--- src/rtl/alu_arbiter_pkg.sv ---
// Shared definitions for the ALU arbiter: data width, one-hot opcode
// encodings understood by the ALU, and the lock FSM state type.
package alu_arbiter_pkg;

    localparam int DATA_W = 16;
    localparam int OP_W   = 5;

    // One-hot opcodes; anything that is not exactly one of these makes the
    // ALU pass operand B through, which is also what the idle opcode relies on.
    localparam logic [OP_W-1:0] OP_ADDAB = 5'b00001;
    localparam logic [OP_W-1:0] OP_XORAB = 5'b00010;
    localparam logic [OP_W-1:0] OP_ORAB  = 5'b00100;
    localparam logic [OP_W-1:0] OP_NOTAB = 5'b01000;
    localparam logic [OP_W-1:0] OP_ANDAB = 5'b10000;
    localparam logic [OP_W-1:0] OP_NONE  = 5'b00000;

    // The lock owner itself lives in a separate register next to the state.
    typedef enum logic {
        ST_UNLOCKED = 1'b0,
        ST_LOCKED   = 1'b1
    } lockState_t;

endpackage

--- src/rtl/alu_arbiter_alu.sv ---
// Registered 16-bit ALU with one-hot opcode and one cycle of latency.
// Reset clears the result register.
module alu_arbiter_alu
    import alu_arbiter_pkg::*;
(
    input  logic              clk_i,
    input  logic              rst_i,
    input  logic [OP_W-1:0]   op_i,
    input  logic [DATA_W-1:0] a_i,
    input  logic [DATA_W-1:0] b_i,
    output logic [DATA_W-1:0] result_o
);

    logic [DATA_W-1:0] result_d;
    logic [DATA_W-1:0] result_q;

    // Combinational operation select; NOTAB is the one's complement of A, and
    // zero or multi-hot opcodes fall through to operand B.
    always_comb begin
        result_d = b_i;
        case (op_i)
            OP_ADDAB: result_d = a_i + b_i;
            OP_XORAB: result_d = a_i ^ b_i;
            OP_ORAB:  result_d = a_i | b_i;
            OP_NOTAB: result_d = ~a_i;
            OP_ANDAB: result_d = a_i & b_i;
            default:  result_d = b_i;
        endcase
    end

    // Result register, cleared on reset.
    always_ff @(posedge clk_i) begin
        if (rst_i) begin
            result_q <= '0;
        end else begin
            result_q <= result_d;
        end
    end

    assign result_o = result_q;

endmodule

--- src/rtl/alu_arbiter_rr_pick.sv ---
// Rotate-priority one-hot picker: the search starts one past the pointer
// and wraps, so the requester at the pointer has the lowest priority.
module alu_arbiter_rr_pick #(
    parameter int N    = 4,
    parameter int ID_W = 2
) (
    input  logic [N-1:0]    req_i,
    input  logic [ID_W-1:0] ptr_i,
    output logic [N-1:0]    grant_o
);

    logic [N-1:0] grantD;
    logic         found;

    // Walk the offsets 1..N from the pointer and take the first requester seen.
    always_comb begin
        grantD = '0;
        found  = 1'b0;
        for (int k = 1; k <= N; k++) begin
            for (int i = 0; i < N; i++) begin
                if (!found && req_i[i] && (i == ((int'(ptr_i) + k) % N))) begin
                    grantD[i] = 1'b1;
                    found     = 1'b1;
                end
            end
        end
    end

    assign grant_o = grantD;

endmodule

--- src/rtl/alu_arbiter.sv ---
// Shares one registered ALU between NUM_REQ requesters. Round-robin grant,
// optional lock so one requester can issue back-to-back, and result
// forwarding as operand A when the same requester chains consecutive ops.
module alu_arbiter
    import alu_arbiter_pkg::*;
#(
    parameter int NUM_REQ = 4,
    parameter int ID_W    = 2
) (
    input  logic                      iClock,
    input  logic                      iReset,
    input  logic [NUM_REQ-1:0]        iReqValid,
    input  logic [NUM_REQ-1:0]        iReqLock,
    input  logic [NUM_REQ-1:0]        iReqChain,
    input  logic [OP_W*NUM_REQ-1:0]   iReqOp,
    input  logic [DATA_W*NUM_REQ-1:0] iReqOpA,
    input  logic [DATA_W*NUM_REQ-1:0] iReqOpB,
    output logic [NUM_REQ-1:0]        oReqReady,
    output logic [NUM_REQ-1:0]        oRspValid,
    output logic [ID_W-1:0]           oRspId,
    output logic [DATA_W-1:0]         oRspData
);

    lockState_t        state_q, state_d;
    logic [ID_W-1:0]   owner_q, owner_d;
    logic [ID_W-1:0]   lastGrant_q, lastGrant_d;
    logic              rspValid_q;
    logic [ID_W-1:0]   rspId_q;

    logic [NUM_REQ-1:0] rrGrant;
    logic [NUM_REQ-1:0] grant;
    logic [ID_W-1:0]    grantIdx;
    logic               accept;
    logic               chainOk;
    logic [OP_W-1:0]    aluOp;
    logic [DATA_W-1:0]  aluA;
    logic [DATA_W-1:0]  aluB;
    logic [DATA_W-1:0]  aluResult;
    logic [NUM_REQ-1:0] rspVec;

    alu_arbiter_rr_pick #(
        .N    (NUM_REQ),
        .ID_W (ID_W)
    ) uRrPick (
        .req_i   (iReqValid),
        .ptr_i   (lastGrant_q),
        .grant_o (rrGrant)
    );

    // Lock state, lock owner and round-robin pointer; reset points the
    // search just before requester 0 so it wins first.
    always_ff @(posedge iClock) begin
        if (iReset) begin
            state_q     <= ST_UNLOCKED;
            owner_q     <= '0;
            lastGrant_q <= ID_W'(NUM_REQ - 1);
        end else begin
            state_q     <= state_d;
            owner_q     <= owner_d;
            lastGrant_q <= lastGrant_d;
        end
    end

    // Next lock state: any accepted op re-arms or releases the lock from its
    // own iReqLock; a locked cycle with nothing accepted means the owner
    // dropped valid, which releases the lock and leaves the pointer on it.
    always_comb begin
        state_d     = state_q;
        owner_d     = owner_q;
        lastGrant_d = lastGrant_q;
        if (accept) begin
            lastGrant_d = grantIdx;
            owner_d     = grantIdx;
            state_d     = iReqLock[grantIdx] ? ST_LOCKED : ST_UNLOCKED;
        end else if (state_q == ST_LOCKED) begin
            state_d = ST_UNLOCKED;
        end
    end

    // Grant output: the lock owner alone while locked, otherwise the
    // round-robin pick; nothing is granted while reset is held.
    always_comb begin
        grant = '0;
        if (!iReset) begin
            if (state_q == ST_LOCKED) begin
                if (iReqValid[owner_q]) begin
                    grant[owner_q] = 1'b1;
                end
            end else begin
                grant = rrGrant;
            end
        end
    end

    // Encode the one-hot grant into a requester index.
    always_comb begin
        grantIdx = '0;
        for (int i = 0; i < NUM_REQ; i++) begin
            if (grant[i]) begin
                grantIdx = ID_W'(i);
            end
        end
    end

    assign accept = |grant;

    // Forwarding is only valid when the requester issued last cycle too, in
    // which case the ALU output still holds its previous result.
    assign chainOk = accept && rspValid_q && (rspId_q == grantIdx) && iReqChain[grantIdx];

    // Operand and opcode muxes into the ALU; idle cycles feed the
    // pass-through opcode with B=0 so the ALU register settles to zero.
    always_comb begin
        aluOp = OP_NONE;
        aluA  = '0;
        aluB  = '0;
        if (accept) begin
            aluOp = iReqOp[int'(grantIdx)*OP_W +: OP_W];
            aluB  = iReqOpB[int'(grantIdx)*DATA_W +: DATA_W];
            aluA  = chainOk ? aluResult : iReqOpA[int'(grantIdx)*DATA_W +: DATA_W];
        end
    end

    alu_arbiter_alu uAlu (
        .clk_i    (iClock),
        .rst_i    (iReset),
        .op_i     (aluOp),
        .a_i      (aluA),
        .b_i      (aluB),
        .result_o (aluResult)
    );

    // Response tag pipe, aligned with the ALU register so valid/id line up
    // with the result one cycle after issue.
    always_ff @(posedge iClock) begin
        if (iReset) begin
            rspValid_q <= 1'b0;
            rspId_q    <= '0;
        end else begin
            rspValid_q <= accept;
            rspId_q    <= grantIdx;
        end
    end

    // One-hot response valid; a response that lands in a reset cycle is
    // dropped rather than delivered to its requester.
    always_comb begin
        rspVec = '0;
        if (rspValid_q && !iReset) begin
            rspVec[rspId_q] = 1'b1;
        end
    end

    assign oReqReady = grant;
    assign oRspValid = rspVec;
    assign oRspId    = iReset ? '0 : rspId_q;
    assign oRspData  = aluResult;

endmodule

--- config.mk ---
export PLATFORM = sky130hd
export DESIGN_NAME = alu_arbiter
export DESIGN_NICKNAME = d
export VERILOG_FILES = /design/src/rtl/alu_arbiter_pkg.sv /design/src/rtl/alu_arbiter_alu.sv /design/src/rtl/alu_arbiter_rr_pick.sv /design/src/rtl/alu_arbiter.sv
export SDC_FILE = /design/constraint.sdc
export NUM_CORES = 1
export LEC_CHECK = 0
export ABC_AREA = 1
export BUFFER_PORTS_ARGS = -buffer_cell sky130_fd_sc_hd__clkbuf_2
export CAP_MARGIN = 20
export CORE_ASPECT_RATIO = 0.6
export CORE_MARGIN = 2
export CORE_UTILIZATION = 51
export CTS_CLUSTER_SIZE = 20
export DETAILED_ROUTE_END_ITERATION = 10
export PLACE_DENSITY = 0.83
export SYNTH_ARGS = -nofsm -noshare
export SYNTH_HDL_FRONTEND = slang
export SYNTH_HIERARCHICAL = 1
export SYNTH_SLANG_ARGS = --single-unit
--- constraint.sdc ---
create_clock -name iClock -period 5.65 [get_ports iClock]
set_clock_uncertainty 0.1 [all_clocks]
set_input_delay 0.8475 -clock iClock [delete_from_list [all_inputs] [get_ports iClock]]
set_output_delay 0.8475 -clock iClock [all_outputs]
set_load 0.02 [all_outputs]
==> results.md, run 1 <==
- CTS Sinks: 24
- RR Startpoint: lastGrant_q[1]
- Core Region: about 9300 um2
- Cell mode on critical path: nand2_1
- CP top delay family: simple AND/OR/NAND/NOR gates
- Crit path time final: around 5.2 ns
- First DRT Iteration DRCs: 853
- RSZ-0062 raised after global routing: no
- First-pass GRT wire length: approximately 30000 um
- Average wire per standard cell: between 15 and 20 um
- Post-CTS sizing: 0
- Total die area: roughly 11000 um2
- P_int: roughly 1.6 mW
- Placed cells: 1225
- CTS tree: done
- # fillers: 940
- Final slew viol count: 0
- Fin cells: between 1000 and 1500
- N_diodes: 0
- Max Cap Viol: 0
- Hold path start: owner_q[1]
- Synth top area share: 16.0%
- Hold Path Stages: 2
- Main flop type after synthesis: dfxtp_1
- Detailed-route wire length: roughly 19000 um
- DIE WIDTH: 131 um
- Avg Vias per Cell: between 5 and 6
- Final antenna-violating net count: 0
- Startpoint types: input port
- Syn avg cell area: ~5.3 um2
- Leak pwr: ~3.3 nW
- Yosys cell types: 40
- Syn Std Cell Area: ~5000 um2
- Met3 Use GR: roughly 5.4%
- Combinational group share of total power: 89.6%
- Clock Tree Buf Depth: 2
- Vias in the first global route: about 6000
- Max FO, Critical Path: 21
- Slowest-stage cell, CP: nor2_4
- Setup slack after layout: around 0.45 ns
- Peak VDD IR: around 0.49 mV
- Layout area overhead: 20.6%
- Synth area leader: nand2_1
- GRT Total Usage: around a third
- Top-count cell post-synth: nand2_1
- Cts hold-fix bufs: 0
- Initial core utilization: 53.3%
- CP arrival: 5.30 ns
- Synthesized flop and latch total: 24
- Status: completed
- Top post-synthesis cells by count: nand2_1 (212), nor2_1 (151), inv_1 (146)
- PortBufs: approximately 190
- Antenna violations before repair: 0
- Synthesis Warnings: 6
- Final count of hold timing violations: 0
- Die height: around 80 um
- Clock Latency Late Sink: 0.26 ns
- Post-synth ARST share: 0%
- Switching fraction of total power: between 60% and 70%
- DP Worst Slack: between 0.2 and 0.25 ns
- Drt drc: 0
- Largest net degree at the start of global routing: 46
- CTS Buf Count: 3
- Met1 Resource Use GR: between 40% and 50%
- Total negative setup slack: 0 ns
- F_max: between 150 and 200 MHz
- Rows: 27
- Share of cells above drive strength 1: 22.7%
- DP Area: 5900 um2
- Number of flops mapped to enable cells by yosys: 0
- CP Buf/Inv Count: 3
- Fin nets: 1296
- Mapped Nets: around 1100
- Clock power share: 3.6%
- Worst flop-to-flop path endpoint: uAlu/result_o[10]
- Area of the multi-input gates: 3660 um2
- Area contributors post-synth: nand2_1 (16%), nor2_1 (11%), inv_1 (11%), dfxtp_1 (9.7%), nand3_1 (8.6%)
- Power density cells: around 770 nW/um2
- Routed via count: a little under 7000
- Cells after Synth: 940
- Seq. cell area: between 400 and 500 um2
- Flop pwr share: approximately 6.7%
- Worst Reg-to-Reg Cells: 31
- Crit. End Element: register
- M2 GR Usage: between 50 and 60%
- Final worst path period share: ~90%
- CTS H-tree lvls: 1
- GP Congestion: between 0.9 and 1
- First drt pass iteration count: 6
- GR peak layer: met2
- Root Driver: clkbuf_16
- Grt ovf: 0
- HPWL Detailed: around 14000 um
- Critical path data required time: between 5 and 6 ns
- R2R setup slack: ~0.60 ns
- Sw power: approximately 2.9 mW
- Worst slew pin tran: ~0.65 ns
- Num ports: roughly 190
- Post-route cell area: 5990 um2
- Worst Hold Endpoint: owner_q[1]
- Reg clk slew, reported paths: around 0.070 ns
- Final setup viols: 0
- Sequential element share of the synthesized area: under 10%
- Critical path class: in2reg
- Max_slew headroom: ~56%
- Hold WC Path Type: reg2reg
- Setup Fix Bufs, Post-CTS: 0
- Slowest stage delay, CP: roughly 0.4 ns
worst min-delay path: cells and delay by family (launching register included):
kind             cells  cell delay, ns
flip-flops           1            0.34
AO/OA/AOI/OAI        1            0.05
AND/OR/NAND/NOR      1            0.07
sequential cells by signal, indices dropped and copies added (netlist names):
register,count
rspValid_q,1
uAlu/result_o,16
owner_q,2
state_q,1
rspId_q,2
lastGrant_q,2
metrics by stage:
stage,hold slack [ns],util (%),power (mW)
after detailed placement,0.398,63.3,4.24
final,0.412,64.2,4.59
after CTS,0.408,64.1,4.42
after floorplan,0.360,-,3.35
after global placement,0.392,63.3,4.18
after global routing,0.433,64.2,5.06
placed cells by master, fill, tap and decap left out, types with 4 or more instances in the layout:
master    Yosys  final
inv_2         6      6
buf_4         1     10
nor2_1      151    150
and2_1        7      7
nor2_2        7      8
o22ai_1      20     20
nand4_1      13     13
nand3_1      85     85
dfxtp_1      24     24
nor3_1        8      8
a21oi_1      76     76
o21ai_0      64     64
ha_1         32     32
nand2_2       7      7
inv_1       146    146
nand2_1     212    212
nor2_4        4      5
o21ai_1       4      4
nand2_4       4      4
clkbuf_2      0    187
cells by family (layout without fill, tap and decap cells):
group                    after synthesis  after routing  share of synthesized area [%]
AO/OA/AOI/OAI                        174            174                           18.8
adder cells (fa/ha/maj)               33             33                           8.47
buffers and inverters                197            355                           16.9
flip-flops                            24             24                           9.67
AND/OR/NAND/NOR                      512            513                           46.1
worst max-delay path by stage:
stage / endpoint / slack [ns] / startpoint / depth (start not counted)
6_report: uAlu/result_o[10] / 0.45 / iReqValid[0] / 31
5_1_grt: uAlu/result_o[10] / 0.03 / iReqValid[0] / 32
4_1_cts: uAlu/result_o[10] / 0.48 / iReqValid[0] / 32
3_5_place_dp: uAlu/result_o[10] / 0.22 / iReqValid[0] / 32
3_3_place_gp: uAlu/result_o[14] / 0.34 / iReqValid[2] / 29
2_1_floorplan: uAlu/result_o[8] / 1.26 / iReqValid[2] / 29
power by group through the flow:
stage	clock network (mW)	registers [mW]	logic (mW)
after floorplan	0	0.321	3.03
after global placement	0	0.308	3.88
after detailed placement	0	0.307	3.93
after CTS	0.164	0.303	3.95
after global routing	0.172	0.311	4.57
final	0.167	0.308	4.11
layer usage:
metal  share of wire, %  up-vias
li1                   -     3311
met1                 43     2890
met2                 41      489
met3                 14       45
met4                2.3        0
met5                  0        -
area by class of cell:
cell class | instances | share of cell area [%]
tap | 130 | 2.72
inverter | 154 | 9.71
sequential | 24 | 8.02
multi-input combinational | 720 | 61.1
timing repair buffer | 198 | 17.2
clock buffer | 3 | 1.25
No activity file was read; power rests on OpenSTA's default activity.
==> run 2, diff against run 1 <==
--- a/config.mk
+++ b/config.mk
@@ -13,7 +13,9 @@
 export CORE_UTILIZATION = 51
 export CTS_CLUSTER_SIZE = 20
 export DETAILED_ROUTE_END_ITERATION = 10
+export MAX_ROUTING_LAYER = met4
 export PLACE_DENSITY = 0.83
+export SETUP_SLACK_MARGIN = 0.05
 export SYNTH_ARGS = -nofsm -noshare
 export SYNTH_HDL_FRONTEND = slang
 export SYNTH_HIERARCHICAL = 1
==> run 2 against run 1 <==
Non-clock buffer count down 1. Clock power grew 9.6%. Combinational power about the same. Highest routed layer unchanged. Hold slack improved by 0.0048 ns. Core utilization is 0.23 points higher. Total power decreased by 0.16%. Setup slack gained 0.0048 ns. First-iteration DRC count is 20% lower. Final cell count is the same.
==> results.md, run 2 (synthesis gave the netlist of run 1 again) <==
- Status: completed
- Area of the multi-input gates: 3670 um2 (+0.31%)
- Worst flop-to-flop path endpoint: uAlu/result_o[10]
- Cts hold-fix bufs: 0 (unchanged)
- Max reg flops: 16 (unchanged)
- Share of cells above drive strength 1: 22.7% (+0.091 points)
- Die height: 80.4 um (unchanged)
- WHS: 0.416 ns (+0.00479 ns)
- Slowest-stage cell, CP: ha_1
- Clock Tree Buf Depth: 2 (unchanged)
- Max_slew headroom: 56.4% (+0.11 points)
- Clock Latency Late Sink: 0.27 ns (about the same)
- RR Startpoint: lastGrant_q[0]
- Cell mode on critical path: nand2_1
- Final slew viol count: 0 (unchanged)
- Vias in the first global route: 6047 (+0.87%)
- CTS tree: done
- Final setup viols: 0 (unchanged)
- Core Region: 9320 um2 (unchanged)
- Final count of hold timing violations: 0 (unchanged)
- Post-route cell area: 6010 um2 (+0.36%)
- CP arrival: 5.30 ns (about the same)
- Layout area overhead: 21.0%
- Power density cells: 762 nW/um2 (-0.51%)
- Average wire per standard cell: 15.1 um (about the same)
- Worst slew pin tran: 0.653 ns (-0.00170 ns)
- Fin cells: 1229 (unchanged)
- Worst Reg-to-Reg Cells: 32 (+3.2%)
- Worst Hold Endpoint: owner_q[1]
- First-pass GRT wire length: 29300 um (-0.89%)
- Root Driver: clkbuf_16
- Leak pwr: 3.35 nW (+0.16%)
- Detailed-route wire length: 18600 um (about the same)
- Fin nets: 1295 (-0.077%)
- Most frequent cells in the layout: nand2_1 (212), clkbuf_2 (187), nor2_1 (149)
- Max FO, Critical Path: 32 (+52%)
- Placed cells: 1224 (-0.082%)
- Final worst path period share: 92.0% (about the same)
- # fillers: 979 (+4.1%)
- Critical path data required time: 5.76 ns (about the same)
- CTS Buf Count: 3 (unchanged)
- Hold WC Path Type: reg2reg
- Most common library cell in the layout ignoring fill and taps: nand2_1
- RSZ-0062 raised after global routing: no
- Max Cap Viol: 0 (unchanged)
- Drt drc: 0 (unchanged)
- Crit. End Element: register
- GP Congestion: 1.02 (+5.0%)
- F_max: 192 MHz (about the same)
- Crit path time final: 5.20 ns (-0.00484 ns)
- Reg clk slew, reported paths: 0.07 ns (about the same)
- Seq. cell area: 480 um2 (unchanged)
- Largest net degree at the start of global routing: 53 (+15%)
- Antenna violations before repair: 0 (unchanged)
- Peak VDD IR: 0.445 mV (-10%)
- Startpoint types: input port
- GRT Total Usage: 35.1% (+0.70 points)
- Post-CTS sizing: 0 (unchanged)
- CTS Sinks: 24 (unchanged)
- R2R setup slack: 0.64 ns (+0.04 ns)
- First drt pass iteration count: 6 (unchanged)
- DP Area: 5900 um2 (-0.13%)
- PortBufs: 187 (unchanged)
- Routed via count: 6688 (-0.70%)
- Tot Pwr: 4.58 mW (-0.16%)
- N_diodes: 0 (unchanged)
- Grt ovf: 0 (unchanged)
- Total negative setup slack: 0 ns (unchanged)
- HPWL Detailed: 14600 um (+0.47%)
- Slowest stage delay, CP: 0.35 ns (-0.05 ns)
- Num ports: 188 (unchanged)
- Hold path start: owner_q[1]
- DIE WIDTH: 131 um (unchanged)
- Critical path class: in2reg
- Initial core utilization: 53.3% (unchanged)
- Hold Path Stages: 2 (unchanged)
- CTS H-tree lvls: 1 (unchanged)
- Setup Fix Bufs, Post-CTS: 0 (unchanged)
- Rows: 27 (unchanged)
- Final antenna-violating net count: 0 (unchanged)
- Total die area: 10600 um2 (unchanged)
- First DRT Iteration DRCs: 679 (-20%)
- Avg Vias per Cell: 5.44 (-0.70%)
==> run 2: per-layer routing <==
layer	track usage (%)	wire (um)	vias up	part of all wire [%]
li1	-	-	3307	-
met1	46.7	8200	2926	44
met2	55.8	7800	426	42
met3	7.32	2270	29	12
met4	6.41	302	0	1.6
met5	-	0	-	0
==> run 2: worst max-delay path by stage <==
stage	from	endpoint	cells after the start
2_1_floorplan	iReqValid[2]	uAlu/result_o[8]	29
3_3_place_gp	iReqValid[0]	uAlu/result_o[14]	32
3_5_place_dp	iReqValid[0]	uAlu/result_o[10]	32
4_1_cts	iReqValid[0]	uAlu/result_o[10]	32
5_1_grt	iReqValid[2]	uAlu/result_o[13]	33
6_report	iReqValid[0]	uAlu/result_o[10]	32
==> run 2: critical path: cells and delay by family <==
kind	cells	cell delay (ns)
compound gates	4	0.64
fa+ha+maj	1	0.35
buf+inv	4	0.69
simple gates	23	2.74
==> run 2: power breakdown <==
part           leakage, nW  internal (mW)  total, mW  switching (mW)
combinational         3.10           1.30       4.09            2.79
sequential           0.199          0.241      0.308          0.0665
clock               0.0442          0.109      0.183          0.0743
==> run 2: per-stage QoR <==
step | util [%] | setup slack, ns
after floorplan | - | 1.26
after global placement | 63.2 | 0.292
after detailed placement | 63.2 | 0.151
after CTS | 64.2 | 0.434
after global routing | 64.5 | 0.0861
final | 64.5 | 0.454
==> run 2: cell type report <==
| type | count | area share [%] |
|---|---|---|
| inverter | 154 | 9.68 |
| multi-input combinational | 720 | 61.1 |
| timing repair buffer | 197 | 17.1 |
| tap | 130 | 2.71 |
| sequential | 24 | 7.99 |
| clock buffer | 4 | 1.48 |
==> run 3, diff against run 2 <==
--- a/config.mk
+++ b/config.mk
@@ -8,10 +8,10 @@
 export ABC_AREA = 1
 export BUFFER_PORTS_ARGS = -buffer_cell sky130_fd_sc_hd__clkbuf_2
 export CAP_MARGIN = 20
-export CORE_ASPECT_RATIO = 0.6
+export CORE_ASPECT_RATIO = 0.7
 export CORE_MARGIN = 2
 export CORE_UTILIZATION = 51
-export CTS_CLUSTER_SIZE = 20
+export CTS_CLUSTER_SIZE = 24
 export DETAILED_ROUTE_END_ITERATION = 10
 export MAX_ROUTING_LAYER = met4
 export PLACE_DENSITY = 0.83
==> run 3 against run 2 <==
Combinational power down 2%. Setup slack better by 0.084 ns. Fmax is 1.6% higher. Sequential power barely moved. Sequential share of layout area barely moved. Critical path depth decreased by 1. Final area increased by 0.23%. First-iteration DRC count fell by 15%. Total power fell by 0.96%. Clock-buffer cell count shrank 1. Critical endpoint is now uAlu/result_o[6]. Largest cell class unchanged. Largest power group unchanged.
==> results.md, run 3 (synthesis gave the netlist of run 1 again) <==
- Max_slew headroom: 63.3% (+6.9 points)
- Layout area overhead: 21.3%
- Hold Path Stages: 2 (unchanged)
- DP Worst Slack: 0.388 ns (+0.236 ns)
- Seq. cell area: 480 um2 (unchanged)
- Num ports: 188 (unchanged)
- Hold WC Path Type: reg2reg
- Critical path class: in2reg
- Detailed-route wire length: 17700 um (-4.5%)
- Max Cap Viol: 0 (unchanged)
- Routed via count: 6714 (+0.39%)
- Final worst path period share: 90.5% (-1.5 points)
- CTS Buf Count: 3 (unchanged)
- Crit. End Element: register
- CTS Sinks: 24 (unchanged)
- Worst Setup SP: iReqValid[0]
- Startpoint types: input port
- Rows: 30 (+11%)
- CTS tree: done
- Critical path data required time: 5.71 ns (-0.05 ns)
- Fin nets: 1298 (+0.23%)
- Cell mode on critical path: nand2_1
- P_int: 1.68 mW (+2.0%)
- Final setup viols: 0 (unchanged)
- Slowest stage delay, CP: 0.39 ns (+0.04 ns)
- CP arrival: 5.17 ns (-0.13 ns)
- Hold path start: owner_q[1]
- Reg clk slew, reported paths: 0.08 ns (about the same)
- HPWL Detailed: 14100 um (-2.8%)
- Worst Reg-to-Reg Cells: 31 (-3.1%)
- Antenna violations before repair: 0 (unchanged)
- Core Region: 9570 um2 (+2.7%)
- Avg Vias per Cell: 5.46 (+0.31%)
- First drt pass iteration count: 5 (-1)
- # fillers: 973 (-0.61%)
- F_max: 196 MHz (+1.6%)
- Clock Latency Late Sink: 0.27 ns (about the same)
- Crit path time final: 5.11 ns (-0.0842 ns)
- GRT Total Usage: 34.1% (-1.0 points)
- Most common library cell in the layout ignoring fill and taps: nand2_1
- Combinational group share of total power: 88.5% (-0.8 points)
- Leak pwr: 3.36 nW (+0.52%)
- Max FO, Critical Path: 32 (unchanged)
- Total negative setup slack: 0 ns (unchanged)
- Die height: 86.6 um (+7.6%)
- Flop pwr share: 6.7% (about the same)
- GP Congestion: 1.05 (+2.7%)
- Max reg flops: 16 (unchanged)
- RSZ-0062 raised after global routing: no
- Initial core utilization: 51.9% (-1.4 points)
- Share of cells above drive strength 1: 23.0% (+0.30 points)
- RR Startpoint: lastGrant_q[0]
- Most frequent cells in the layout: nand2_1 (212), clkbuf_2 (187), nor2_1 (148)
- CTS H-tree lvls: 1 (unchanged)
- Drt drc: 0 (unchanged)
- Total die area: 10600 um2 (-0.13%)
- Final antenna-violating net count: 0 (unchanged)
- Tot Pwr: 4.54 mW (-0.96%)
- Vias in the first global route: 6044 (-0.050%)
- Largest net degree at the start of global routing: 37 (-30%)
- Power density cells: 753 nW/um2 (-1.2%)
- Worst slew pin tran: 0.549 ns (-0.103 ns)
- Grt ovf: 0 (unchanged)
- Worst flop-to-flop path endpoint: uAlu/result_o[6]
- Final slew viol count: 0 (unchanged)
- N_diodes: 0 (unchanged)
- Switching fraction of total power: 62.9% (-1.1 points)
- Area of the multi-input gates: 3650 um2 (-0.48%)
- Final count of hold timing violations: 0 (unchanged)
- First-pass GRT wire length: 28200 um (-3.7%)
- First DRT Iteration DRCs: 574 (-15%)
- DIE WIDTH: 122 um (-7.2%)
- Sw power: 2.85 mW (-2.6%)
- Setup slack after layout: 0.538 ns (+0.0842 ns)
- R2R setup slack: 0.74 ns (+0.10 ns)
- Peak VDD IR: 0.358 mV (-20%)
- Average wire per standard cell: 14.4 um (-4.6%)
- Worst Hold Endpoint: owner_q[1]
- Status: completed
- Clock Tree Buf Depth: 2 (unchanged)
- Root Driver: clkbuf_16
- PortBufs: 187 (unchanged)
- Clock power share: 4.7% (+0.7 points)
- Slowest-stage cell, CP: fa_1
run 3: cell count changes in the layout (fill, tap and decap cells not counted), sizes merged:
cell | before | now
buf | 10 | 14
bufinv | 0 | 1
clkbuf | 191 | 190
nor2 | 165 | 164
run 3: cell type report:
class | instances | share of cell area [%]
sequential | 24 | 7.98
clock inverter | 1 | 0.498
tap | 128 | 2.66
clock buffer | 3 | 1.25
timing repair buffer | 201 | 17.3
multi-input combinational | 719 | 60.6
inverter | 154 | 9.66
run 3: critical path, delay by kind of cell:
family	cells	cell delay, ns
buffers and inverters	3	0.68
and+or+nand+nor	23	2.53
AOI/OAI and AO/OA	3	0.46
adders and majority gates	2	0.64
run 3: worst max-delay path by stage:
| stage | to | slack, ns | depth (start not counted) |
|---|---|---|---|
| after floorplan | uAlu/result_o[8] | 1.26 | 29 |
| after global placement | uAlu/result_o[14] | 0.51 | 32 |
| after detailed placement | uAlu/result_o[14] | 0.39 | 32 |
| after CTS | uAlu/result_o[6] | 0.66 | 31 |
| after global routing | uAlu/result_o[15] | 0.05 | 32 |
| final | uAlu/result_o[6] | 0.54 | 31 |
run 3: routing by layer:
metal	vias to the layer above	part of all wire (%)	global-route usage, %
met1	2934	41	43.6
met3	42	13	6.45
li1	3313	-	-
met2	425	44	54.7
met5	-	0	-
met4	0	2.6	10.3
run 3: power by group through the flow:
stage | clock network, mW | registers, mW | logic (mW)
final | 0.214 | 0.306 | 4.02
after global routing | 0.225 | 0.309 | 4.51
after CTS | 0.215 | 0.302 | 3.90
after detailed placement | 0 | 0.306 | 3.88
after global placement | 0 | 0.306 | 3.81
after floorplan | 0 | 0.321 | 3.03
run 3: metrics by stage:
step                util (%)  instance area [um2]  instances  hold slack, ns
floorplan                  -                 4970        940           0.360
global placement        61.8                 5910       1226           0.402
detailed placement      61.8                 5910       1226           0.405
CTS                     62.8                 6020       1230           0.417
global route            62.9                 6020       1230           0.430
finish                  62.9                 6020       1230           0.420
run 3: what timing repair did:
action / 4_1_cts / 5_1_grt
hold buffers: 0 / 0
endpoints found under the hold margin: 0 / 0
buffers inserted: 0 / 0
endpoints found under the setup margin: 0 / 4
resized for setup: 0 / 3
